[src/rtl/uart_pkg.sv]
`default_nettype none
// ============================================================================
// Module      : uart_pkg
// Description : Shared definitions for the memory-mapped UART: register
//               offsets, CON bit positions, serial FSM state encoding and the
//               oversampling ratio. Optional interrupt support: UART_IRQ_EN.
// Revision    : 1.0 - initial release
// ============================================================================
package uart_pkg;

   // Register byte offsets inside the peripheral region
   localparam logic [7:0] UART_TXD_OFS = 8'h18;
   localparam logic [7:0] UART_RXD_OFS = 8'h1C;
   localparam logic [7:0] UART_CON_OFS = 8'h20;

   // CON register bit positions
   localparam int CON_RX_VALID  = 0;
   localparam int CON_TX_BUSY   = 1;
   localparam int CON_FRAME_ERR = 2;
   localparam int CON_OVERRUN   = 3;
   localparam int CON_RX_IE     = 4;
   localparam int CON_TX_IE     = 5;
   localparam int CON_TX_DONE   = 6;

   // Baud ticks per serial bit
   localparam int OVERSAMPLE = 16;

   // State encoding shared by the RX and TX engines
   typedef enum logic [1:0] {
      ST_IDLE  = 2'd0,
      ST_START = 2'd1,
      ST_DATA  = 2'd2,
      ST_STOP  = 2'd3
   } uart_state_t;

endpackage
`default_nettype wire

[src/rtl/uart_rx.sv]
`default_nettype none
// ============================================================================
// Module      : uart_rx
// Description : Serial receiver. Two-flop synchronizer, start-bit validation
//               at mid-bit, 8 data bits LSB first, stop-bit check. Emits a
//               one-cycle o_byte_done or o_frame_err pulse per frame.
// Revision    : 1.0 - initial release
// ============================================================================
module uart_rx
   import uart_pkg::*;
(
   input  logic       clk,
   input  logic       reset,
   input  logic       i_tick,
   input  logic       i_rx,
   output logic       o_byte_done,
   output logic       o_frame_err,
   output logic [7:0] o_data
);

   localparam logic [3:0] c_LAST      = 4'(OVERSAMPLE - 1);
   localparam logic [3:0] c_HALF_LAST = 4'(OVERSAMPLE / 2 - 1);

   logic [1:0]  r_sync;
   logic        w_rx;
   uart_state_t r_state;
   logic [3:0]  r_phase;
   logic [2:0]  r_bit;
   logic [7:0]  r_shift;
   logic [7:0]  r_data;
   logic        r_done;
   logic        r_ferr;

   assign w_rx = r_sync[1];

   // Synchronize the asynchronous serial line; reset to idle-high so reset
   // release never looks like a start bit.
   always_ff @(posedge clk) begin
      if (reset) r_sync <= 2'b11;
      else       r_sync <= {r_sync[0], i_rx};
   end

   // Receive FSM: sample mid-bit, shift LSB first, pulse result at stop bit.
   always_ff @(posedge clk) begin
      if (reset) begin
         r_state <= ST_IDLE;
         r_phase <= '0;
         r_bit   <= '0;
         r_shift <= '0;
         r_data  <= '0;
         r_done  <= 1'b0;
         r_ferr  <= 1'b0;
      end else begin
         r_done <= 1'b0;
         r_ferr <= 1'b0;
         case (r_state)
            ST_IDLE: begin
               if (!w_rx) begin
                  r_state <= ST_START;
                  r_phase <= '0;
               end
            end
            ST_START: begin
               if (i_tick) begin
                  if (r_phase == c_HALF_LAST) begin
                     // Line must still be low at mid start bit, else a glitch
                     r_phase <= '0;
                     r_bit   <= '0;
                     r_state <= w_rx ? ST_IDLE : ST_DATA;
                  end else begin
                     r_phase <= r_phase + 4'd1;
                  end
               end
            end
            ST_DATA: begin
               if (i_tick) begin
                  if (r_phase == c_LAST) begin
                     r_phase <= '0;
                     r_shift <= {w_rx, r_shift[7:1]};
                     if (r_bit == 3'd7) r_state <= ST_STOP;
                     else               r_bit   <= r_bit + 3'd1;
                  end else begin
                     r_phase <= r_phase + 4'd1;
                  end
               end
            end
            ST_STOP: begin
               if (i_tick) begin
                  if (r_phase == c_LAST) begin
                     if (w_rx) begin
                        r_data <= r_shift;
                        r_done <= 1'b1;
                     end else begin
                        r_ferr <= 1'b1;
                     end
                     r_state <= ST_IDLE;
                  end else begin
                     r_phase <= r_phase + 4'd1;
                  end
               end
            end
            default: r_state <= ST_IDLE;
         endcase
      end
   end

   assign o_byte_done = r_done;
   assign o_frame_err = r_ferr;
   assign o_data      = r_data;

endmodule
`default_nettype wire

[src/rtl/uart_mmio.sv]
`default_nettype none
// ============================================================================
// Module      : uart_mmio
// Description : Memory-mapped UART on the data-memory bus (region
//               addr[30:28] == 4). Baud tick generator, transmit FSM,
//               TXD/RXD/CON register file and combinational read mux.
//               Define UART_IRQ_EN to implement rx_ie/tx_ie and irq.
// Revision    : 1.0 - initial release
// ============================================================================
module uart_mmio
   import uart_pkg::*;
#(
   parameter int BAUD_DIV = 651
)(
   input  logic        clk,
   input  logic        reset,
   input  logic        rd,
   input  logic        wr,
   input  logic [31:0] addr,
   input  logic [31:0] wdata,
   output logic [31:0] rdata,
   input  logic        rx,
   output logic        tx,
   output logic        irq
);

   localparam int         c_CNT_W = (BAUD_DIV > 1) ? $clog2(BAUD_DIV) : 1;
   localparam logic [c_CNT_W-1:0] c_BAUD_LAST = c_CNT_W'(BAUD_DIV - 1);
   localparam logic [3:0] c_LAST = 4'(OVERSAMPLE - 1);

   // ---------------- baud tick ----------------
   logic [c_CNT_W-1:0] r_baud;
   logic               w_tick;

   assign w_tick = (r_baud == c_BAUD_LAST);

   // Free-running divider shared by both serial engines.
   always_ff @(posedge clk) begin
      if (reset)       r_baud <= '0;
      else if (w_tick) r_baud <= '0;
      else             r_baud <= r_baud + c_CNT_W'(1);
   end

   // ---------------- bus decode ----------------
   logic w_region, w_sel_txd, w_sel_rxd, w_sel_con;
   logic w_txd_wr, w_con_wr, w_rxd_rd;

   assign w_region  = (addr[30:28] == 3'd4);
   assign w_sel_txd = w_region && (addr[7:0] == UART_TXD_OFS);
   assign w_sel_rxd = w_region && (addr[7:0] == UART_RXD_OFS);
   assign w_sel_con = w_region && (addr[7:0] == UART_CON_OFS);
   assign w_txd_wr  = wr && w_sel_txd;
   assign w_con_wr  = wr && w_sel_con;
   assign w_rxd_rd  = rd && w_sel_rxd;

   // ---------------- receiver ----------------
   logic       w_rx_done;
   logic       w_rx_ferr;
   logic [7:0] w_rx_byte;

   uart_rx u_rx (
      .clk         (clk),
      .reset       (reset),
      .i_tick      (w_tick),
      .i_rx        (rx),
      .o_byte_done (w_rx_done),
      .o_frame_err (w_rx_ferr),
      .o_data      (w_rx_byte)
   );

   // ---------------- transmitter ----------------
   uart_state_t r_tx_state;
   logic [3:0]  r_tx_phase;
   logic [2:0]  r_tx_bit;
   logic [7:0]  r_tx_shift;
   logic        r_tx;
   logic        r_tx_busy;
   logic        r_tx_end;

   // Transmit FSM. A write while idle only arms the engine; the start bit
   // begins on the next tick so every bit lasts exactly OVERSAMPLE ticks.
   always_ff @(posedge clk) begin
      if (reset) begin
         r_tx_state <= ST_IDLE;
         r_tx_phase <= '0;
         r_tx_bit   <= '0;
         r_tx_shift <= '0;
         r_tx       <= 1'b1;
         r_tx_busy  <= 1'b0;
         r_tx_end   <= 1'b0;
      end else begin
         r_tx_end <= 1'b0;
         case (r_tx_state)
            ST_IDLE: begin
               if (w_txd_wr && !r_tx_busy) begin
                  r_tx_shift <= wdata[7:0];
                  r_tx_busy  <= 1'b1;
               end else if (r_tx_busy && w_tick) begin
                  r_tx_state <= ST_START;
                  r_tx       <= 1'b0;
                  r_tx_phase <= '0;
               end
            end
            ST_START: begin
               if (w_tick) begin
                  if (r_tx_phase == c_LAST) begin
                     r_tx_state <= ST_DATA;
                     r_tx       <= r_tx_shift[0];
                     r_tx_shift <= {1'b0, r_tx_shift[7:1]};
                     r_tx_phase <= '0;
                     r_tx_bit   <= '0;
                  end else begin
                     r_tx_phase <= r_tx_phase + 4'd1;
                  end
               end
            end
            ST_DATA: begin
               if (w_tick) begin
                  if (r_tx_phase == c_LAST) begin
                     r_tx_phase <= '0;
                     if (r_tx_bit == 3'd7) begin
                        r_tx_state <= ST_STOP;
                        r_tx       <= 1'b1;
                     end else begin
                        r_tx       <= r_tx_shift[0];
                        r_tx_shift <= {1'b0, r_tx_shift[7:1]};
                        r_tx_bit   <= r_tx_bit + 3'd1;
                     end
                  end else begin
                     r_tx_phase <= r_tx_phase + 4'd1;
                  end
               end
            end
            ST_STOP: begin
               if (w_tick) begin
                  if (r_tx_phase == c_LAST) begin
                     r_tx_state <= ST_IDLE;
                     r_tx_busy  <= 1'b0;
                     r_tx_end   <= 1'b1;
                  end else begin
                     r_tx_phase <= r_tx_phase + 4'd1;
                  end
               end
            end
            default: r_tx_state <= ST_IDLE;
         endcase
      end
   end

   assign tx = r_tx;

   // ---------------- register file ----------------
   logic [7:0] r_txd_last;
   logic [7:0] r_rx_data;
   logic       r_rx_valid;
   logic       r_frame_err;
   logic       r_overrun;
   logic       r_tx_done;
   logic       w_rx_ie;
   logic       w_tx_ie;

   // Status flags. Clears are written before sets so a same-cycle set wins.
   always_ff @(posedge clk) begin
      if (reset) begin
         r_txd_last  <= '0;
         r_rx_data   <= '0;
         r_rx_valid  <= 1'b0;
         r_frame_err <= 1'b0;
         r_overrun   <= 1'b0;
         r_tx_done   <= 1'b0;
      end else begin
         if (w_txd_wr) r_txd_last <= wdata[7:0];

         if (w_con_wr && wdata[CON_FRAME_ERR]) r_frame_err <= 1'b0;
         if (w_con_wr && wdata[CON_OVERRUN])   r_overrun   <= 1'b0;
         if (w_con_wr && wdata[CON_TX_DONE])   r_tx_done   <= 1'b0;

         if (w_rx_done) begin
            // A byte arriving while the old one is being read is not an overrun
            r_rx_data  <= w_rx_byte;
            r_rx_valid <= 1'b1;
            if (r_rx_valid && !w_rxd_rd) r_overrun <= 1'b1;
         end else if (w_rxd_rd) begin
            r_rx_valid <= 1'b0;
         end

         if (w_rx_ferr) r_frame_err <= 1'b1;
         if (r_tx_end)  r_tx_done   <= 1'b1;
      end
   end

`ifdef UART_IRQ_EN
   logic r_rx_ie;
   logic r_tx_ie;

   // Interrupt enables, plain read/write bits in CON.
   always_ff @(posedge clk) begin
      if (reset) begin
         r_rx_ie <= 1'b0;
         r_tx_ie <= 1'b0;
      end else if (w_con_wr) begin
         r_rx_ie <= wdata[CON_RX_IE];
         r_tx_ie <= wdata[CON_TX_IE];
      end
   end

   assign w_rx_ie = r_rx_ie;
   assign w_tx_ie = r_tx_ie;
`else
   assign w_rx_ie = 1'b0;
   assign w_tx_ie = 1'b0;
`endif

   assign irq = (r_rx_valid & w_rx_ie) | (r_tx_done & w_tx_ie);

   // ---------------- read mux ----------------
   logic [31:0] w_con;

   // Assemble CON and select the addressed register; zero when not reading.
   always_comb begin
      w_con                = 32'h0;
      w_con[CON_RX_VALID]  = r_rx_valid;
      w_con[CON_TX_BUSY]   = r_tx_busy;
      w_con[CON_FRAME_ERR] = r_frame_err;
      w_con[CON_OVERRUN]   = r_overrun;
      w_con[CON_RX_IE]     = w_rx_ie;
      w_con[CON_TX_IE]     = w_tx_ie;
      w_con[CON_TX_DONE]   = r_tx_done;
      rdata                = 32'h0;
      if (rd) begin
         if (w_sel_txd)      rdata = {24'h0, r_txd_last};
         else if (w_sel_rxd) rdata = {24'h0, r_rx_data};
         else if (w_sel_con) rdata = w_con;
      end
   end

   // Address/data bits outside the decoded fields are intentionally ignored.
   logic w_unused;
   assign w_unused = ^{addr[31], addr[27:8], wdata[31:8]};

endmodule
`default_nettype wire

[config.mk]
export PLATFORM = sky130hd
export DESIGN_NAME = uart_mmio
export DESIGN_NICKNAME = d
export VERILOG_FILES = /design/src/rtl/uart_pkg.sv /design/src/rtl/uart_rx.sv /design/src/rtl/uart_mmio.sv
export SDC_FILE = /design/constraint.sdc
export NUM_CORES = 1
export LEC_CHECK = 0
export CORE_ASPECT_RATIO = 1.4
export CORE_UTILIZATION = 51
export CTS_BUF_LIST = sky130_fd_sc_hd__clkbuf_8 sky130_fd_sc_hd__clkbuf_16
export CTS_CLUSTER_DIAMETER = 40
export DETAILED_ROUTE_END_ITERATION = 10
export MAX_ROUTING_LAYER = met4
export PLACE_DENSITY_LB_ADDON = 0.2
export SLEW_MARGIN = 20
export SYNTH_ARGS = -nofsm -noshare
export SYNTH_HDL_FRONTEND = slang
export SYNTH_SLANG_ARGS = --single-unit
[constraint.sdc]
create_clock -name clk -period 4.3 [get_ports clk]
set_input_delay 0.645 -clock clk [delete_from_list [all_inputs] [get_ports clk]]
set_output_delay 0.645 -clock clk [all_outputs]
set_load 0.02 [all_outputs]
==> key figures, run 1 <==
Status
  – Status: completed

Route
  – DR iter-0 viols: 107
  – Routed Antenna Nets: 0
  – DR WL met3: 263 µm
  – Initial DRT Pass Iterations: 4
  – DRT Wirelength: 7520 µm
  – M1 WL: 3290 µm
  – WL/cell: 13.7 µm
  – Drt drc: 0
  – Vias per std cell: 5.37
  – Wire length on met2: 3740 µm
  – DR vias: 2947
  – Max layer used: met4

Synth
  – Mapped Area: 3870 µm²
  – Synthesized flop and latch total: 79
  – Yosys top cell area share: 0.408
  – Top FF cell, synth: dfxtp_1
  – Synth Warn #: 0
  – Yosys cell types: 58
  – Post-synthesis sequential area ratio: 0.408
  – Commonest cells in the netlist: dfxtp_1 (79), nor2_1 (68), mux2i_1 (45)
  – Yosys top cell by area: dfxtp_1
  – Async S/R FF share, synth: 0
  – Mapped Cells: 421
  – Number of enable flip-flop cells after synthesis: 0
  – Top-count cell post-synth: dfxtp_1
  – Area contributors post-synth: dfxtp_1 (41%), mux2i_1 (12%), nor2_1 (6.6%), buf_4 (4.8%), ha_1 (4.2%)
  – Synthesized area per cell: 9.20 µm²

Floorplanning
  – Core area: 7360 µm²
  – I/O pins: 103
  – Die Ht: 105 µm
  – Initial Utilization: 0.526
  – # rows: 37
  – Full die area: 7960 µm²
  – Die X: 75.7 µm

Timing
  – Final setup vio count: 0
  – Worst setup margin: 0.670 ns
  – RSZ-0062 raised after global routing: false
  – Worst Tran Pin Value: 0.884 ns
  – Final Hold Violating Endpoints: 0
  – Fin. max-slew vios: 0
  – Tmin final: 3.63 ns
  – Max Freq: 275 MHz
  – Period utilization: 0.844
  – Setup Skew: 0.0100 ns
  – Post-Route Setup TNS: 0 ns
  – Worst slew margin: 0.411

Layout
  – Synthesis-to-layout area growth: 12.4%
  – Layout cells sized above 1: 0.0996
  – Final design utilization: 0.592
  – Non-Filler Instances: 549
  – # nets final: 529
  – Diode count: 0
  – Area of the multi-input gates: 2080 µm²
  – Register area: 1580 µm²
  – Filler cells: 653
  – Post-Layout Inst Area: 4350 µm²

Setup path
  – Req. time, crit path: 3.65 ns
  – CP Launch Type: input pin
  – Setup CP Type: input pin to primary output
  – Data arrival time of the worst path: 2.98 ns
  – CP Capture Type: primary output
  – Crit path max fanout: 8

Clocking
  – Clk sinks: 79
  – Post-CTS Setup Inserts: 0
  – Total CTS buffers: 9
  – CTS tree: built
  – Hold Buf Count CTS: 0
  – Root buffer cell: clkbuf_8
  – Maximum clock path buffer count: 2
  – Worst-Skew Late Latency: 0.36 ns
  – H-Tree Depth: 3
  – Clock slew at reported path FFs: 0.09 ns
  – Post-cts sizing count: 0

Power
  – PwrDens: 379 nW/µm²
  – Leak Pwr: 1.65 nW
  – Peak supply drop: 0.211 mV

Placed design
  – Gpl congestion: 0.812
  – Dpl cell area: 4170 µm²
  – Post-DP HPWL: 5470 µm
  – Placed Instances: 533
  – Worst slack, placed: 0.652 ns
  – IO buf count: 32

Global route
  – Largest net degree at the start of global routing: 39
  – Vias in the first global route: 2710
  – GR Overflow Total: 0
  – First-pass GRT wire length: 12300 µm
  – Initial antenna violation count: 0
  – Overall routing resource usage: 0.210

Min path
  – Hold WC Path Type: register to register

Job
  – Max-Cap Viols: 0
## cells by family after synthesis
logic type               count (synthesis)  share of synthesized area
AND/OR/NAND/NOR                        152                      0.199
flip-flops                              79                      0.408
AO/OA/AOI/OAI                           63                      0.120
buffers and inverters                   54                     0.0788
multiplexers                            50                      0.131
adder cells (fa/ha/maj)                 13                     0.0420
XOR/XNOR                                 9                     0.0203
other                                    1                   0.000968
## layout make-up
type                       instances  share of cell area
clock inverter                     7              0.0147
clock buffer                       9              0.0284
tap                               97              0.0279
timing repair buffer              36              0.0793
multi-input combinational        312               0.479
inverter                           9             0.00776
sequential                        79               0.363
## registers in the layout, summed over array words and instances, names as in the netlist, 3 cells and up, named ones only
register and count:
r_tx_shift 8, r_tx_bit 3, u_rx.r_bit 3, u_rx.r_phase 4
r_rx_data 8, u_rx.r_shift 8, r_txd_last 8, r_baud 10
r_tx_phase 4, u_rx.o_data 8
## metrics by stage
| stage | hold slack (ns) | total power [mW] |
|---|---|---|
| final | 0.425 | 1.65 |
| after global placement | 0.391 | 1.13 |
| after detailed placement | 0.405 | 1.14 |
| after global routing | 0.434 | 1.73 |
| after floorplan | 0.389 | 1.08 |
| after CTS | 0.425 | 1.66 |
## worst paths after layout
kind / start / endpoint / slack [ns] / depth (start not counted)
setup / recovery: addr[1] / rdata[3] / 0.67 / 7
hold / removal: u_rx.r_sync[0] / u_rx.r_sync[1] / 0.43 / 1
setup reg to reg: r_baud[2] / r_tx_shift[7] / 1.39 / 5
hold reg to reg: u_rx.r_sync[0] / u_rx.r_sync[1] / 0.43 / 1
## layout by cell type, fill, tap and decap left out, drive strengths merged, types with 3 or more instances in the layout
| cell | synthesis | layout |
|---|---|---|
| clkbuf | 15 | 9 |
| or2 | 6 | 6 |
| and4 | 3 | 3 |
| a211oi | 8 | 8 |
| nor4 | 3 | 3 |
| nor2b | 8 | 8 |
| dfxtp | 79 | 79 |
| nand3 | 15 | 15 |
| inv | 9 | 13 |
| o21a | 3 | 3 |
| or3b | 4 | 4 |
| nand4b | 3 | 3 |
| or4 | 4 | 4 |
| mux2 | 5 | 5 |
| a21oi | 18 | 18 |
| nor3 | 6 | 6 |
| nand4 | 3 | 3 |
| nand2 | 13 | 13 |
| and3 | 4 | 4 |
| conb | 1 | 25 |
| clkdlybuf4s50 | 0 | 31 |
| nor2 | 68 | 68 |
| o21ai | 11 | 11 |
| ha | 13 | 13 |
| buf | 30 | 5 |
| xnor2 | 8 | 8 |
| mux2i | 45 | 45 |
| a22oi | 5 | 5 |
## routing by layer
layer,track usage,vias to the layer above
met5,-,-
met4,0.110,0
met3,0.0386,16
met2,0.339,70
met1,0.241,1369
li1,-,1492
## report_power, final
part	internal [mW]	total (mW)	leakage, nW	switching (mW)
clock	0.222	0.524	0.0903	0.302
sequential	0.775	0.802	0.638	0.0274
combinational	0.133	0.322	0.926	0.189
total	1.13	1.65	1.65	0.518
## critical path, cell delays in order
cell and delay, ns:
clkdlybuf4s50_1 0.39, or4_1 0.60, nor4_1 0.30, buf_4 0.21, a22oi_1 0.10, nor2b_1 0.11
clkdlybuf4s50_1 0.62
(Power assumes the default switching activity.)
==> run 2: changes to the inputs <==
- CORE_UTILIZATION: 51 -> 44
- clock period: 4.3 -> 3.1 ns (I/O delays scaled with it)
==> run 2 against run 1 <==
Net effect: combinational power increased by 51%; power up 69%; utilization fell by 5.5 points; final cell count grew 3.1%; sequential share of layout area shrank 1.9 points; clock power rose by 130%; register-to-register slack lost 0.90 ns; sequential power increased by 38%; global-route usage decreased by 2.1 points; die area grew 16%; first-iteration DRC count rose by 11%; sequential cell count unchanged; largest power group is now the clock network.
==> key figures, run 2 (synthesis gave the netlist of run 1 again) <==
Layout
  – Post-Layout Inst Area: 4590 µm² (was 4350 µm²)
  – Commonest cells after routing, fill and taps aside: dfxtp_1 (79), nor2_1 (68), mux2i_1 (45) (unchanged)
  – Diode count: 0 (unchanged)
  – Layout cells sized above 1: 0.121 (was 0.0996)
  – Largest register by flop count: r_baud (unchanged)
  – Final design utilization: 0.537 (was 0.592)
  – Synthesis-to-layout area growth: 18.5% (was 12.4%)
  – # nets final: 538 (was 529)
  – Commonest non-fill, non-tap cell in the layout: dfxtp_1 (unchanged)
  – Max reg flops: 10 (unchanged)

Setup path
  – Setup CP Type: input pin to primary output (unchanged)
  – Critical-path top delay cell: or4_4 (was clkdlybuf4s50_1)
  – CP peak stage delay: 0.58 ns (was 0.62 ns)
  – CP Capture Type: primary output (unchanged)
  – Worst path depth: 7 (unchanged)
  – Crit path max fanout: 8 (unchanged)
  – R2R Setup Slk: 0.49 ns (was 1.39 ns)
  – CP Launch Type: input pin (unchanged)
  – Req. time, crit path: 2.63 ns (was 3.65 ns)
  – Reg2reg end: r_tx_shift[0] (was r_tx_shift[7])
  – Data arrival time of the worst path: 2.47 ns (was 2.98 ns)
  – CP delay by family, top: simple AND/OR/NAND/NOR gates (was buffers and inverters)
  – Reg2reg path depth: 6 (was 5)
  – Crit path cell chain: clkdlybuf4s50_1 > or4_4 > nor4_2 > buf_4 > a22oi_1 > nor2b_1 > dlygate4sd2_1 (was clkdlybuf4s50_1 > or4_1 > nor4_1 > buf_4 > a22oi_1 > nor2b_1 > clkdlybuf4s50_1)
  – R2r startpoint: r_baud[2] (unchanged)
  – CP Buf/Inv Count: 3 (unchanged)

Timing
  – Final setup vio count: 0 (unchanged)
  – Max Freq: 341 MHz
  – Final Hold Violating Endpoints: 0 (unchanged)
  – Tmin final: 2.93 ns
  – Fin. max-slew vios: 0 (unchanged)
  – Worst setup margin: 0.168 ns (was 0.670 ns)
  – Post-Route Setup TNS: 0 ns (unchanged)
  – Worst slew margin: 0.576 (was 0.411)
  – Worst Tran Pin Value: 0.636 ns (was 0.884 ns)
  – RSZ-0062 raised after global routing: false (unchanged)
  – Period utilization: 0.946
  – Setup Skew: 0.00499 ns (was 0.0100 ns)

Floorplanning
  – Initial Utilization: 0.453 (was 0.526)
  – Die Ht: 113 µm (was 105 µm)
  – # rows: 40 (was 37)
  – Die X: 81.3 µm (was 75.7 µm)
  – Core area: 8560 µm² (was 7360 µm²)
  – I/O pins: 103 (unchanged)
  – Full die area: 9190 µm² (was 7960 µm²)

Clocking
  – CTS tree: built (unchanged)
  – Post-CTS Setup Inserts: 0 (unchanged)
  – Root buffer cell: clkbuf_16 (was clkbuf_8)
  – Clk sinks: 79 (unchanged)
  – Clock slew at reported path FFs: 0.07 ns (was 0.09 ns)
  – Maximum clock path buffer count: 2 (unchanged)
  – Total CTS buffers: 9 (unchanged)
  – H-Tree Depth: 3 (unchanged)
  – Worst-Skew Late Latency: 0.35 ns (was 0.36 ns)

Global route
  – First-pass GRT wire length: 12800 µm (was 12300 µm)
  – Vias in the first global route: 2730 (was 2710)
  – GR Overflow Total: 0 (unchanged)
  – Initial antenna violation count: 0 (unchanged)
  – Largest net degree at the start of global routing: 37 (was 39)
  – Overall routing resource usage: 0.189 (was 0.210)

Min path
  – Hold WC Path Type: register to register (unchanged)
  – Hold EP: u_rx.r_sync[1] (unchanged)
  – Hold path depth: 1 (unchanged)
  – Worst Hold Launch: u_rx.r_sync[0] (unchanged)

Route
  – Vias per std cell: 5.26 (was 5.37)
  – DR vias: 2977 (was 2947)
  – Drt drc: 0 (unchanged)
  – Initial DRT Pass Iterations: 4 (unchanged)
  – DRT Wirelength: 7790 µm (was 7520 µm)
  – DR iter-0 viols: 119 (was 107)
  – Routed Antenna Nets: 0 (unchanged)
  – WL/cell: 13.8 µm (was 13.7 µm)

Placed design
  – Worst slack, placed: -0.219 ns (was 0.652 ns)
  – IO buf count: 32 (unchanged)
  – Dpl cell area: 4260 µm² (was 4170 µm²)
  – Post-DP HPWL: 5550 µm (was 5470 µm)
  – Gpl congestion: 0.862 (was 0.812)

Status
  – Status: completed (unchanged)

Job
  – Max-Cap Viols: 0 (unchanged)

Power
  – Pwr Total: 2.79 mW (was 1.65 mW)
  – PwrDens: 608 nW/µm² (was 379 nW/µm²)
  – Leak Pwr: 1.82 nW (was 1.65 nW)
  – Peak supply drop: 0.327 mV (was 0.211 mV)
[run 2: changes by cell type in the layout (fill, tap and decap cells not counted), sizes merged]
| cell | before | now |
|---|---|---|
| buf | 5 | 14 |
| bufinv | 0 | 2 |
| clkdlybuf4s50 | 31 | 23 |
| clkinv | 1 | 0 |
| clkinvlp | 2 | 1 |
| dlygate4sd2 | 0 | 8 |
[run 2: stage by stage]
step | instances | hold WS, ns
floorplan | 445 | 0.389
global placement | 550 | 0.392
detailed placement | 550 | 0.395
CTS | 566 | 0.412
global route | 566 | 0.426
finish | 566 | 0.414
[run 2: timing repair]
item | in CTS | in global routing
gates resized for setup | 8 | 2
hold buffers | 0 | 0
cloned | 0 | 0
setup endpoints to repair | 8 | 5
[run 2: metal layers]
layer	wire, µm	part of all wire	up-vias	global-route usage
met5	0	0	-	-
met4	167	0.021	0	0.0786
met3	329	0.042	11	0.0492
met2	3800	0.49	54	0.304
met1	3490	0.45	1399	0.218
li1	-	-	1513	-
[run 2: final cells by class]
cell class | count | area (µm²)
clock buffers | 9 | 225
well taps | 105 | 131
flip-flops and latches | 79 | 1580
clock inverters | 7 | 110
fillers | 809 | 3970
multi-input cells | 312 | 2090
inverters | 9 | 33.8
repair buffers | 45 | 415
[run 2: how the worst max path moves through the flow]
stage | start | endpoint | slack [ns]
2_1_floorplan | addr[1] | rdata[0] | 0.31
3_3_place_gp | addr[1] | rdata[3] | -0.18
3_5_place_dp | addr[1] | rdata[1] | -0.22
4_1_cts | addr[1] | rdata[1] | 0.06
5_1_grt | addr[1] | rdata[6] | 0.04
6_report | addr[1] | rdata[6] | 0.17
[run 2: where the power goes]
group	switching, mW	internal (mW)
Clock	0.467	0.725
Sequential	0.0364	1.08
Combinational	0.269	0.218
[run 2: worst reg2reg max path: cells and delay by family (launching register included)]
kind | cells | cell delay (ns)
flip-flops | 1 | 0.35
AND/OR/NAND/NOR | 3 | 1.31
buffers and inverters | 1 | 0.19
AO/OA/AOI/OAI | 2 | 0.68
==> run 3: changes to the inputs <==
- SYNTH_HIERARCHICAL: not set -> 1
==> run 3 against run 2 <==
Net effect: non-clock buffer count decreased by 3; clock power decreased by 9%; sequential cell count unchanged; hold slack got worse by 0.0018 ns; global-route usage increased by 0.11 points; critical endpoint unchanged; largest power group is now sequential cells; highest routed layer unchanged.
==> key figures, run 3 <==
Timing
  – Setup Skew: 0.00710 ns (was 0.00499 ns)
  – Final setup vio count: 0 (unchanged)
  – Final Hold Violating Endpoints: 0 (unchanged)
  – Period utilization: 0.968 (was 0.946)
  – Tmin final: 3.00 ns (was 2.93 ns)
  – Max Freq: 333 MHz (was 341 MHz)
  – Worst Tran Pin Value: 0.602 ns (was 0.636 ns)
  – Worst slew margin: 0.593 (was 0.576)
  – Hold_ws: 0.413 ns (was 0.414 ns)
  – Fin. max-slew vios: 0 (unchanged)
  – RSZ-0062 raised after global routing: false (unchanged)

Setup path
  – Critical-path top delay cell: or4_4 (unchanged)
  – CP delay by family, top: buffers and inverters (was simple AND/OR/NAND/NOR gates)
  – Req. time, crit path: 2.63 ns (about the same)
  – CP Capture Type: primary output (unchanged)
  – Crit path max fanout: 7 (was 8)
  – CP Buf/Inv Count: 4 (was 3)
  – Data arrival time of the worst path: 2.53 ns (was 2.47 ns)
  – Setup CP Type: input pin to primary output (unchanged)
  – Crit path cell chain: clkdlybuf4s50_1 > or4_4 > buf_4 > nor3_1 > buf_4 > o21ai_0 > a21oi_1 > clkdlybuf4s15_1 (was clkdlybuf4s50_1 > or4_4 > nor4_2 > buf_4 > a22oi_1 > nor2b_1 > dlygate4sd2_1)
  – Critical Path Most Common Cell: buf_4
  – CP Launch Type: input pin (unchanged)
  – CP peak stage delay: 0.56 ns (was 0.58 ns)

Synth
  – Top-count cell post-synth: dfxtp_1 (unchanged)
  – Async S/R FF share, synth: 0 (unchanged)
  – Yosys cell types: 55 (was 58)
  – Post-synthesis sequential area ratio: 0.409 (was 0.408)
  – Top FF cell, synth: dfxtp_1 (unchanged)
  – Commonest cells in the netlist: dfxtp_1 (79), nor2_1 (64), mux2i_1 (51) (was dfxtp_1 (79), nor2_1 (68), mux2i_1 (45))
  – Yosys top cell area share: 0.409 (was 0.408)
  – Synthesized area per cell: 9.13 µm² (was 9.20 µm²)
  – Area contributors post-synth: dfxtp_1 (41%), mux2i_1 (13%), nor2_1 (6.2%), buf_4 (4.8%), ha_1 (3.9%) (was dfxtp_1 (41%), mux2i_1 (12%), nor2_1 (6.6%), buf_4 (4.8%), ha_1 (4.2%))
  – Number of enable flip-flop cells after synthesis: 0 (unchanged)
  – Mapped Area: 3870 µm² (about the same)
  – Synthesized flop and latch total: 79 (unchanged)
  – Mapped Cells: 424 (was 421)
  – Yosys top cell by area: dfxtp_1 (unchanged)
  – Synth Warn #: 6 (was 0)

Placed design
  – IO buf count: 32 (unchanged)
  – Post-DP HPWL: 5440 µm (was 5550 µm)
  – Gpl congestion: 0.783 (was 0.862)
  – Placed Instances: 551 (was 550)

Floorplanning
  – Initial Utilization: 0.452 (was 0.453)
  – I/O pins: 103 (unchanged)
  – Core area: 8560 µm² (unchanged)
  – Die X: 81.3 µm (about the same)
  – # rows: 40 (unchanged)
  – Die Ht: 113 µm (about the same)
  – Full die area: 9180 µm² (was 9190 µm²)

Layout
  – Commonest cells after routing, fill and taps aside: dfxtp_1 (79), nor2_1 (64), mux2i_1 (51) (was dfxtp_1 (79), nor2_1 (68), mux2i_1 (45))
  – Synthesis-to-layout area growth: 16.1% (was 18.5%)
  – Largest register by flop count: r_baud (unchanged)
  – # nets final: 538 (unchanged)
  – Non-Filler Instances: 567 (was 566)
  – Layout cells sized above 1: 0.0996 (was 0.121)
  – Diode count: 0 (unchanged)
  – Commonest non-fill, non-tap cell in the layout: dfxtp_1 (unchanged)
  – Final design utilization: 0.525 (was 0.537)
  – Max reg flops: 10 (unchanged)

Job
  – Max-Cap Viols: 0 (unchanged)

Power
  – Net Switching: 0.739 mW (was 0.773 mW)
  – Pwr Total: 2.62 mW (was 2.79 mW)
  – Internal power: 1.88 mW (was 2.02 mW)
  – Sequential share of power: 0.425 (was 0.398)
  – PwrDens: 583 nW/µm² (was 608 nW/µm²)
  – Leak Pwr: 1.87 nW (was 1.82 nW)
  – Peak supply drop: 0.319 mV (was 0.327 mV)
  – Part of the power in the clock network: 0.411 (was 0.427)
  – Comb pwr share: 0.164 (was 0.175)
  – Switching Fraction: 0.282 (was 0.277)

Route
  – DR vias: 2992 (was 2977)
  – Routed Antenna Nets: 0 (unchanged)
  – DRT Wirelength: 7560 µm (was 7790 µm)
  – Vias per std cell: 5.28 (was 5.26)
  – WL/cell: 13.3 µm (was 13.8 µm)
  – Initial DRT Pass Iterations: 4 (unchanged)
  – DR iter-0 viols: 123 (was 119)
  – Drt drc: 0 (unchanged)

Clocking
  – Clk sinks: 79 (unchanged)
  – Clock slew at reported path FFs: 0.06 ns (was 0.07 ns)
  – H-Tree Depth: 3 (unchanged)
  – Worst-Skew Late Latency: 0.34 ns (was 0.35 ns)
  – Total CTS buffers: 9 (unchanged)
  – Maximum clock path buffer count: 2 (unchanged)
  – Root buffer cell: clkbuf_16 (unchanged)
  – CTS tree: built (unchanged)

Global route
  – Overall routing resource usage: 0.190 (was 0.189)
  – GR Overflow Total: 0 (unchanged)
  – Vias in the first global route: 2914 (was 2730)
  – Largest net degree at the start of global routing: 56 (was 37)
  – Initial antenna violation count: 0 (unchanged)
  – First-pass GRT wire length: 13000 µm (was 12800 µm)

Status
  – Status: completed (unchanged)

Min path
  – Hold WC Path Type: register to register (unchanged)
## run 3: cell count changes after synthesis, moves of 4 or more
cell | before | now
mux2i_1 | 45 | 51
a311oi_1 | 1 | 7
nand2_1 | 13 | 19
mux2_2 | 5 | 0
inv_1 | 9 | 14
or2_2 | 6 | 2
nor2_1 | 68 | 64
nor2b_1 | 8 | 1
a22oi_1 | 5 | 1
a21oi_1 | 18 | 23
nand3_1 | 15 | 10
## run 3: stage by stage
stage | area (µm²) | setup TNS, ns | setup slack [ns]
final | 4490 | 0 | 0.101
after global routing | 4490 | 0 | 0.0120
after CTS | 4500 | 0 | 0.00725
after floorplan | 3960 | 0 | 0.428
after detailed placement | 4200 | -1.50 | -0.232
after global placement | 4200 | -1.37 | -0.200
## run 3: power by group through the flow
stage | Clock (mW) | Combinational (mW) | Sequential [mW]
2_1_floorplan | 0 | 0.357 | 1.13
3_3_place_gp | 0 | 0.423 | 1.13
3_5_place_dp | 0 | 0.431 | 1.14
4_1_cts | 1.10 | 0.433 | 1.11
5_1_grt | 1.15 | 0.483 | 1.12
6_report | 1.08 | 0.430 | 1.11
## run 3: final cells by class
type,count,area [µm²]
clock buffer,9,225
clock inverter,7,78.8
fill,820,4060
inverter,14,52.6
multi-input combinational,311,2060
sequential,79,1580
tap,105,131
timing repair buffer,42,368
## run 3: worst register-to-register path, cell delays in order, from the launching register on
cell,delay (ns)
dfxtp_1,0.34
nor4b_1,0.58
nand3_1,0.18
inv_1,0.12
and4_1,0.29
and3b_1,0.48
mux2i_1,0.23
nor2_1,0.05
## run 3: cell families (layout without fill, tap and decap cells)
logic type | Yosys count | after routing | synth area share
XOR/XNOR | 9 | 9 | 0.0204
adder cells (fa/ha/maj) | 12 | 12 | 0.0388
multiplexers | 51 | 51 | 0.132
AO/OA/AOI/OAI | 71 | 71 | 0.128
AND/OR/NAND/NOR | 143 | 143 | 0.186
flip-flops | 79 | 79 | 0.409
buffers and inverters | 58 | 72 | 0.0857
other | 1 | 25 | 0.000969
## run 3: path summary, 6_finish.rpt
check	startpoint	end	slack, ns	cells after the start
hold / removal	u_rx/r_sync[0]	u_rx/r_sync[1]	0.41	1
setup / recovery	addr[7]	rdata[6]	0.10	8
setup reg to reg	r_baud[6]	u_rx/r_shift[7]	0.69	7
hold reg to reg	u_rx/r_sync[0]	u_rx/r_sync[1]	0.41	1
## run 3: repair_timing
action,4_1_cts,5_1_grt
resized for setup,8,14
setup buffers,0,0
hold buffers,0,0
setup endpoints to repair,8,6
## run 3: per-layer routing
layer	part of all wire	global-route usage
met1	0.45	0.211
met2	0.50	0.304
met3	0.027	0.0460
met4	0.027	0.107
met5	0	-
